### src/rtl/dds_gen_if.sv
// Interface bundle for dds_gen: control/parameter handshake plus sample stream.
// master = the block driving controls and parameters, slave = dds_gen itself.
interface dds_gen_if #(
    parameter int unsigned PHASE_W = 32,
    parameter int unsigned OUT_W   = 8
);
    logic               enable;
    logic [PHASE_W-1:0] phase_step;
    logic [7:0]         amplitude;
    logic [1:0]         wave_sel;
    logic               param_valid;
    logic               param_ready;
    logic [OUT_W-1:0]   sample_out;
    logic               sample_valid;
    logic               phase_wrap;

    modport master (
        output enable, phase_step, amplitude, wave_sel, param_valid,
        input  param_ready, sample_out, sample_valid, phase_wrap
    );

    modport slave (
        input  enable, phase_step, amplitude, wave_sel, param_valid,
        output param_ready, sample_out, sample_valid, phase_wrap
    );
endinterface

### src/rtl/dds_gen.sv
// dds_gen: phase-accumulator waveform generator (sine/square/triangle/saw)
// with amplitude scaling and an offset-binary 8-bit output.
// Pipeline: acc -> waveform -> product -> sample_out (3 cycles after acc).
// Optional macro DDS_SYNC_UPDATE_EN: a pending parameter set is applied on the
// accumulator carry (or at once while disabled) instead of the cycle after
// acceptance, so frequency changes land on a period boundary.
module dds_gen #(
    parameter int unsigned PHASE_W = 32,
    parameter int unsigned OUT_W   = 8
) (
    input  logic     clk,
    input  logic     reset_n,
    dds_gen_if.slave bus
);

    localparam logic [PHASE_W-1:0] RST_STEP    = PHASE_W'(10000);
    localparam logic [7:0]         RST_AMP     = 8'd255;
    localparam logic [OUT_W-1:0]   MID         = OUT_W'(128);
    localparam logic signed [7:0]  W_POS       = 8'sd127;
    localparam logic signed [7:0]  W_NEG       = -8'sd127;
    localparam logic signed [7:0]  W_LOW       = -8'sd128;
    localparam longint             HALF_PI_Q30 = 64'sd1686629713;

    // Quarter-wave entry round(127*sin(pi/2*(idx+0.5)/256)), Q30 Taylor series
    // evaluated at elaboration so the table is a constant ROM.
    function automatic logic [6:0] sine_entry(input int unsigned idx);
        longint x;
        longint x2;
        longint term;
        longint sum;
        x    = (HALF_PI_Q30 * longint'(2 * idx + 1)) / 64'sd512;
        x2   = (x * x) >>> 30;
        term = x;
        sum  = x;
        for (int unsigned k = 1; k <= 7; k++) begin
            term = -(((term * x2) >>> 30) / longint'((2 * k) * (2 * k + 1)));
            sum  = sum + term;
        end
        return 7'((sum * 64'sd127 + (64'sd1 <<< 29)) >>> 30);
    endfunction

    typedef enum logic [1:0] {UPD_IDLE, UPD_PEND, UPD_COOL} upd_state_t;

    upd_state_t          upd_state;
    upd_state_t          upd_next;
    logic                param_ready;
    logic                accept;
    logic                apply;

    logic [PHASE_W-1:0]  pend_step;
    logic [7:0]          pend_amp;
    logic [PHASE_W-1:0]  active_step;
    logic [7:0]          active_amp;

    logic [PHASE_W-1:0]  acc;
    logic [PHASE_W:0]    acc_sum;
    logic                wrap_r;
    logic [2:0]          en_pipe;

    logic [6:0]          sine_rom [256];
    logic [9:0]          phase_idx;
    logic [7:0]          rom_addr;
    logic signed [7:0]   rom_mag;
    logic signed [7:0]   sine_w;
    logic [7:0]          tri_t;
    logic signed [7:0]   tri_w;
    logic signed [7:0]   saw_w;
    logic signed [7:0]   wave_next;

    logic signed [7:0]   wave_r;
    logic signed [15:0]  prod_r;
    logic [OUT_W-1:0]    sample_r;

    for (genvar g = 0; g < 256; g++) begin : g_sine_rom
        localparam logic [6:0] ENTRY = sine_entry(g);
        assign sine_rom[g] = ENTRY;
    end

    assign acc_sum   = {1'b0, acc} + {1'b0, active_step};
    assign phase_idx = acc[PHASE_W-1 -: 10];

    // Parameter-update FSM state register.
    always_ff @(posedge clk or negedge reset_n) begin
        if (!reset_n) upd_state <= UPD_IDLE;
        else          upd_state <= upd_next;
    end

    // Next state: accept -> pending -> one cool-down cycle -> idle.
    always_comb begin
        upd_next = upd_state;
        case (upd_state)
            UPD_IDLE: if (bus.param_valid) upd_next = UPD_PEND;
            UPD_PEND: if (apply)           upd_next = UPD_COOL;
            UPD_COOL:                      upd_next = UPD_IDLE;
            default:                       upd_next = UPD_IDLE;
        endcase
    end

    // FSM outputs: ready only when idle; when a pending set gets applied.
    always_comb begin
        param_ready = (upd_state == UPD_IDLE);
        accept      = param_ready && bus.param_valid;
`ifdef DDS_SYNC_UPDATE_EN
        apply       = (upd_state == UPD_PEND) && (!bus.enable || acc_sum[PHASE_W]);
`else
        apply       = (upd_state == UPD_PEND);
`endif
    end

    // Pending and active parameter registers.
    always_ff @(posedge clk or negedge reset_n) begin
        if (!reset_n) begin
            pend_step   <= RST_STEP;
            pend_amp    <= RST_AMP;
            active_step <= RST_STEP;
            active_amp  <= RST_AMP;
        end else begin
            if (accept) begin
                pend_step <= bus.phase_step;
                pend_amp  <= bus.amplitude;
            end
            if (apply) begin
                active_step <= pend_step;
                active_amp  <= pend_amp;
            end
        end
    end

    // Phase accumulator, carry pulse and enable delay line.
    always_ff @(posedge clk or negedge reset_n) begin
        if (!reset_n) begin
            acc     <= '0;
            wrap_r  <= 1'b0;
            en_pipe <= '0;
        end else begin
            if (bus.enable) acc <= acc_sum[PHASE_W-1:0];
            wrap_r  <= bus.enable && acc_sum[PHASE_W];
            en_pipe <= {en_pipe[1:0], bus.enable};
        end
    end

    // Waveform shapes from the current accumulator value, selected by wave_sel.
    always_comb begin
        rom_addr = phase_idx[8] ? ~phase_idx[7:0] : phase_idx[7:0];
        rom_mag  = $signed({1'b0, sine_rom[rom_addr]});
        sine_w   = phase_idx[9] ? -rom_mag : rom_mag;

        tri_t = acc[PHASE_W-1] ? ~acc[PHASE_W-2 -: 8] : acc[PHASE_W-2 -: 8];
        // Flipping the MSB of an unsigned byte is the same as subtracting 128.
        tri_w = $signed({~tri_t[7], tri_t[6:0]});
        if (tri_w == W_LOW) tri_w = W_NEG;

        saw_w = $signed({~acc[PHASE_W-1], acc[PHASE_W-2 -: 7]});
        if (saw_w == W_LOW) saw_w = W_NEG;

        case (bus.wave_sel)
            2'd0:    wave_next = sine_w;
            2'd1:    wave_next = acc[PHASE_W-1] ? W_NEG : W_POS;
            2'd2:    wave_next = tri_w;
            default: wave_next = saw_w;
        endcase
    end

    // Output pipeline: waveform, scaled product, offset-binary sample.
    always_ff @(posedge clk or negedge reset_n) begin
        if (!reset_n) begin
            wave_r   <= '0;
            prod_r   <= '0;
            sample_r <= MID;
        end else begin
            wave_r   <= wave_next;
            prod_r   <= 16'(wave_r) * 16'($signed({1'b0, active_amp}));
            sample_r <= OUT_W'(prod_r >>> 8) + MID;
        end
    end

    assign bus.param_ready  = param_ready;
    assign bus.sample_out   = sample_r;
    assign bus.sample_valid = en_pipe[2];
    assign bus.phase_wrap   = wrap_r;

endmodule

### src/flat_wrapper.sv
// flat-port wrapper written by rule: the top's interface ports become plain ports
module dds_gen_flat 
#(
    parameter int unsigned PHASE_W = 32,
    parameter int unsigned OUT_W   = 8
)
  (clk, reset_n, bus_enable, bus_phase_step, bus_amplitude, bus_wave_sel, bus_param_valid, bus_param_ready, bus_sample_out, bus_sample_valid, bus_phase_wrap);
  dds_gen_if #(.PHASE_W(PHASE_W), .OUT_W(OUT_W)) bus_i ();
  input  logic clk;
  input  logic reset_n;
  input wire logic [$bits(bus_i.enable)-1:0] bus_enable;
  input wire logic [$bits(bus_i.phase_step)-1:0] bus_phase_step;
  input wire logic [$bits(bus_i.amplitude)-1:0] bus_amplitude;
  input wire logic [$bits(bus_i.wave_sel)-1:0] bus_wave_sel;
  input wire logic [$bits(bus_i.param_valid)-1:0] bus_param_valid;
  output wire logic [$bits(bus_i.param_ready)-1:0] bus_param_ready;
  output wire logic [$bits(bus_i.sample_out)-1:0] bus_sample_out;
  output wire logic [$bits(bus_i.sample_valid)-1:0] bus_sample_valid;
  output wire logic [$bits(bus_i.phase_wrap)-1:0] bus_phase_wrap;
  assign bus_i.enable = bus_enable;
  assign bus_i.phase_step = bus_phase_step;
  assign bus_i.amplitude = bus_amplitude;
  assign bus_i.wave_sel = bus_wave_sel;
  assign bus_i.param_valid = bus_param_valid;
  assign bus_param_ready = bus_i.param_ready;
  assign bus_sample_out = bus_i.sample_out;
  assign bus_sample_valid = bus_i.sample_valid;
  assign bus_phase_wrap = bus_i.phase_wrap;
  dds_gen #(.PHASE_W(PHASE_W), .OUT_W(OUT_W)) u_core (.clk(clk), .reset_n(reset_n), .bus(bus_i));
endmodule
### config.mk
export PLATFORM = sky130hd
export DESIGN_NAME = dds_gen_flat
export DESIGN_NICKNAME = d
export VERILOG_FILES = /design/src/rtl/dds_gen_if.sv /design/src/rtl/dds_gen.sv /design/src/flat_wrapper.sv
export SDC_FILE = /design/constraint.sdc
export NUM_CORES = 1
export LEC_CHECK = 0
export ABC_AREA = 1
export CAP_MARGIN = 5
export CORE_MARGIN = 10
export CORE_UTILIZATION = 65
export CTS_BUF_LIST = sky130_fd_sc_hd__clkbuf_4 sky130_fd_sc_hd__clkbuf_8
export CTS_CLUSTER_DIAMETER = 60
export DETAILED_ROUTE_END_ITERATION = 8
export DONT_BUFFER_PORTS = 1
export MAX_ROUTING_LAYER = met4
export PLACE_DENSITY_LB_ADDON = 0.2
export SETUP_SLACK_MARGIN = 0.15
export SLEW_MARGIN = 40
export SYNTH_ARGS = -nofsm -noshare
export SYNTH_HDL_FRONTEND = slang
export SYNTH_SLANG_ARGS = --single-unit
### constraint.sdc
create_clock -name clk -period 6.4 [get_ports clk]
set_input_delay 0.64 -clock clk [delete_from_list [all_inputs] [get_ports clk]]
set_output_delay 0.64 -clock clk [all_outputs]
set_load 0.03 [all_outputs]
==> reports/qor.txt <==
Commonest cells post-synth - 502 x nand2_1, 150 x inv_1, 115 x dfrtp_1
Minimum clock period - 4.90 ns
Max frequency - 0.204 GHz
Core region area - 15800 sq um
Port bufs - 0
Overflow after GRT - 0
Clock sink count - 142
Vias per cell - 5.45
Die footprint - 21400 sq um
Crit path kind - flip-flop to flip-flop
Mapped cell area - 10400 sq um
Worst reg2reg path depth - 17
DP HPWL - 17500 um
Die height - 146 um
Seq cells post-synth - 142
Top_reg_cell synth - dfrtp_1
Clock Skew - 0.0144 ns
Area Growth Syn to Fin - 4.72%
WL/cell - 14.9 um
Tcrit/Tclk final - 0.766
Vias in the first global route - 8677
Worst-margin pin slew - 0.778 ns
Ys Warns - 0
Slew Viols, Final - 0
Fin. Hold Viols - 0
Fraction of layout cells with a size suffix above 1 - 0.0784
Post-cts sizing count - 0
Root Driver - clkbuf_8
CP Max Fanout - 8
CTS tree - yes
Status - finished, final reports clean
Slew Limit Headroom - 0.481
RSZ-0062 raised after global routing - no
Clock Latency Late Sink - 0.46 ns
FFs w/ async S/R, synth - 1.00
MaxCap Viol Count - 0
Max clock buf depth - 2
Ports - 57
Post-Route WL - 23500 um
Routability congestion estimate - 0.930
Synth Net Count - 1537
CP Launch Type - flip-flop
Worst reg2reg path startpoint - u_core.wave_r[7]$_DFF_PN0_
Initial antenna violation count - 0
Crit. Startpoint - u_core.wave_r[7]$_DFF_PN0_
GRT Util Overall - 0.230
DRC Markers - 0
Yosys top cell area share - 0.278
Reg-to-reg setup timing slack - 1.50 ns
Total negative setup slack - 0 ns
Ant. Diodes - 0
Die width - 146 um
Dominant cell type by area after synthesis - dfrtp_1
Critical Path RT - 6.78 ns
CTS buffer count - 17
Post-synth cell types - 48
Critical Path End - u_core.prod_r[15]$_DFF_PN0_
TritonRoute pass-1 iters - 5
Sequential share of the synthesized area - 0.346
Crit path DAT - 5.29 ns
Synthesized instance count - 1374
EDFF count, synth - 0
Avg Inst Size Synth - 7.54 sq um
Starting Density - 0.657
Post-CTS setup repair buffer count - 0
Fillers - 1361
DRT iter0 DRCs - 570
Post-route ant nets - 0
Clock transition at path regs - 0.09 ns
Final setup fails - 0
Largest net degree at the start of global routing - 116
Nets - 1514
Dominant cells by area after synthesis - dfrtp_1 28%, nand2_1 18%, ha_1 9.8%
FP Rows - 46
DR vias - 8618
CTS H-tree lvls - 4
End of the worst register-to-register path - u_core.prod_r[15]$_DFF_PN0_
First-pass GRT wire length - 40200 um
# hold bufs at CTS - 2
Count leader, synth - nand2_1
Path type of the worst min-delay path - primary input to async pin
CP endpoint kind - flip-flop
==> how the worst min path moves through the flow <==
stage / start / endpoint / slack (ns) / cells past startpoint
final: reset_n / u_core.active_amp[0]$_DFFE_PN1N_ / 0.03 / 0
after global routing: reset_n / u_core.active_amp[0]$_DFFE_PN1N_ / 0.005 / 0
after CTS: reset_n / u_core.active_amp[0]$_DFFE_PN1N_ / 0.005 / 0
after detailed placement: u_core.prod_r[12]$_DFF_PN0_ / u_core.bus.sample_out[4]$_DFF_PN0_ / 0.34 / 0
after global placement: u_core.prod_r[11]$_DFF_PN0_ / u_core.bus.sample_out[3]$_DFF_PN0_ / 0.33 / 0
after floorplan: u_core.prod_r[8]$_DFF_PN0_ / u_core.bus.sample_out[0]$_DFF_PN0_ / 0.33 / 0
==> placed cells by master (no fill, tap or decap), drive strengths merged, types with 2 or more instances in the layout <==
cell      instances
nand2           514
clkinvlp          3
nor2             62
fa               36
o21bai            5
dfrtp           115
ha               81
or2              11
a31oi             3
a21o              4
dfstp            27
clkbuf           18
a21oi            69
o21ai            79
o211ai            7
a21boi            2
nor3              5
clkinv            6
nor4              5
nand3            80
nand4             7
o21a              5
nand3b            2
inv             162
xor2             19
xnor2            21
buf               7
==> stage by stage <==
stage	worst slack, ns	cell area, sq um	util	instances	hold WS (ns)
after global routing	1.20	10800	0.688	1580	0.00511
after CTS	1.50	10800	0.687	1580	0.00461
after global placement	1.68	10400	0.661	1546	0.333
after floorplan	1.81	10400	-	1374	0.331
after detailed placement	1.51	10400	0.661	1546	0.336
final	1.50	10800	0.688	1580	0.0346
==> cells by family after synthesis <==
kind of cell,share of synthesized area
AND/OR/NAND/NOR,0.273
buffers and inverters,0.0810
AO/OA/AOI/OAI,0.0973
flip-flops,0.346
adder cells (fa/ha/maj),0.167
XOR/XNOR,0.0353
==> worst max-delay path, stage by stage, from the launching register on <==
cell and delay, ns:
dfrtp_1 0.40, clkinv_1 0.26, nor2_1 0.22, fa_1 0.44, fa_1 0.52, fa_1 0.55
inv_1 0.06, fa_1 0.53, inv_1 0.05, ha_1 0.34, a21oi_1 0.17, o21ai_0 0.11
a21oi_1 0.26, o21ai_0 0.19, a21bo_2 0.25, a21o_1 0.18, a21oi_1 0.15, xor2_1 0.15
==> layout make-up <==
class	instances	area [sq um]	area share
tap	216	270	0.0249
sequential	142	3590	0.331
inverter	157	591	0.0545
clock buffer	18	248	0.0228
multi-input combinational	1025	5940	0.548
timing repair buffer	8	82.6	0.00762
clock inverter	14	123	0.0113
==> flip-flops by register name (all words and copies together), names as in the netlist <==
signal / flops
u_core.acc: 32
u_core.active_step: 32
u_core.pend_step: 32
u_core.active_amp: 8
u_core.bus.sample_out: 8
u_core.pend_amp: 8
u_core.prod_r: 8
u_core.wave_r: 8
u_core.en_pipe: 3
u_core.upd_state: 2
u_core.bus.phase_wrap: 1
==> per-layer routing <==
metal / up-vias / share of wire / GRT usage
met5: - / 0 / -
met4: 0 / 0.020 / 0.0696
met3: 43 / 0.037 / 0.0321
met2: 213 / 0.50 / 0.392
met1: 4051 / 0.44 / 0.277
li1: 4311 / - / -
Power is left out: the tool's default activity adds up to more than one toggle a clock period on the data nets, which glitch-free logic cannot reach.
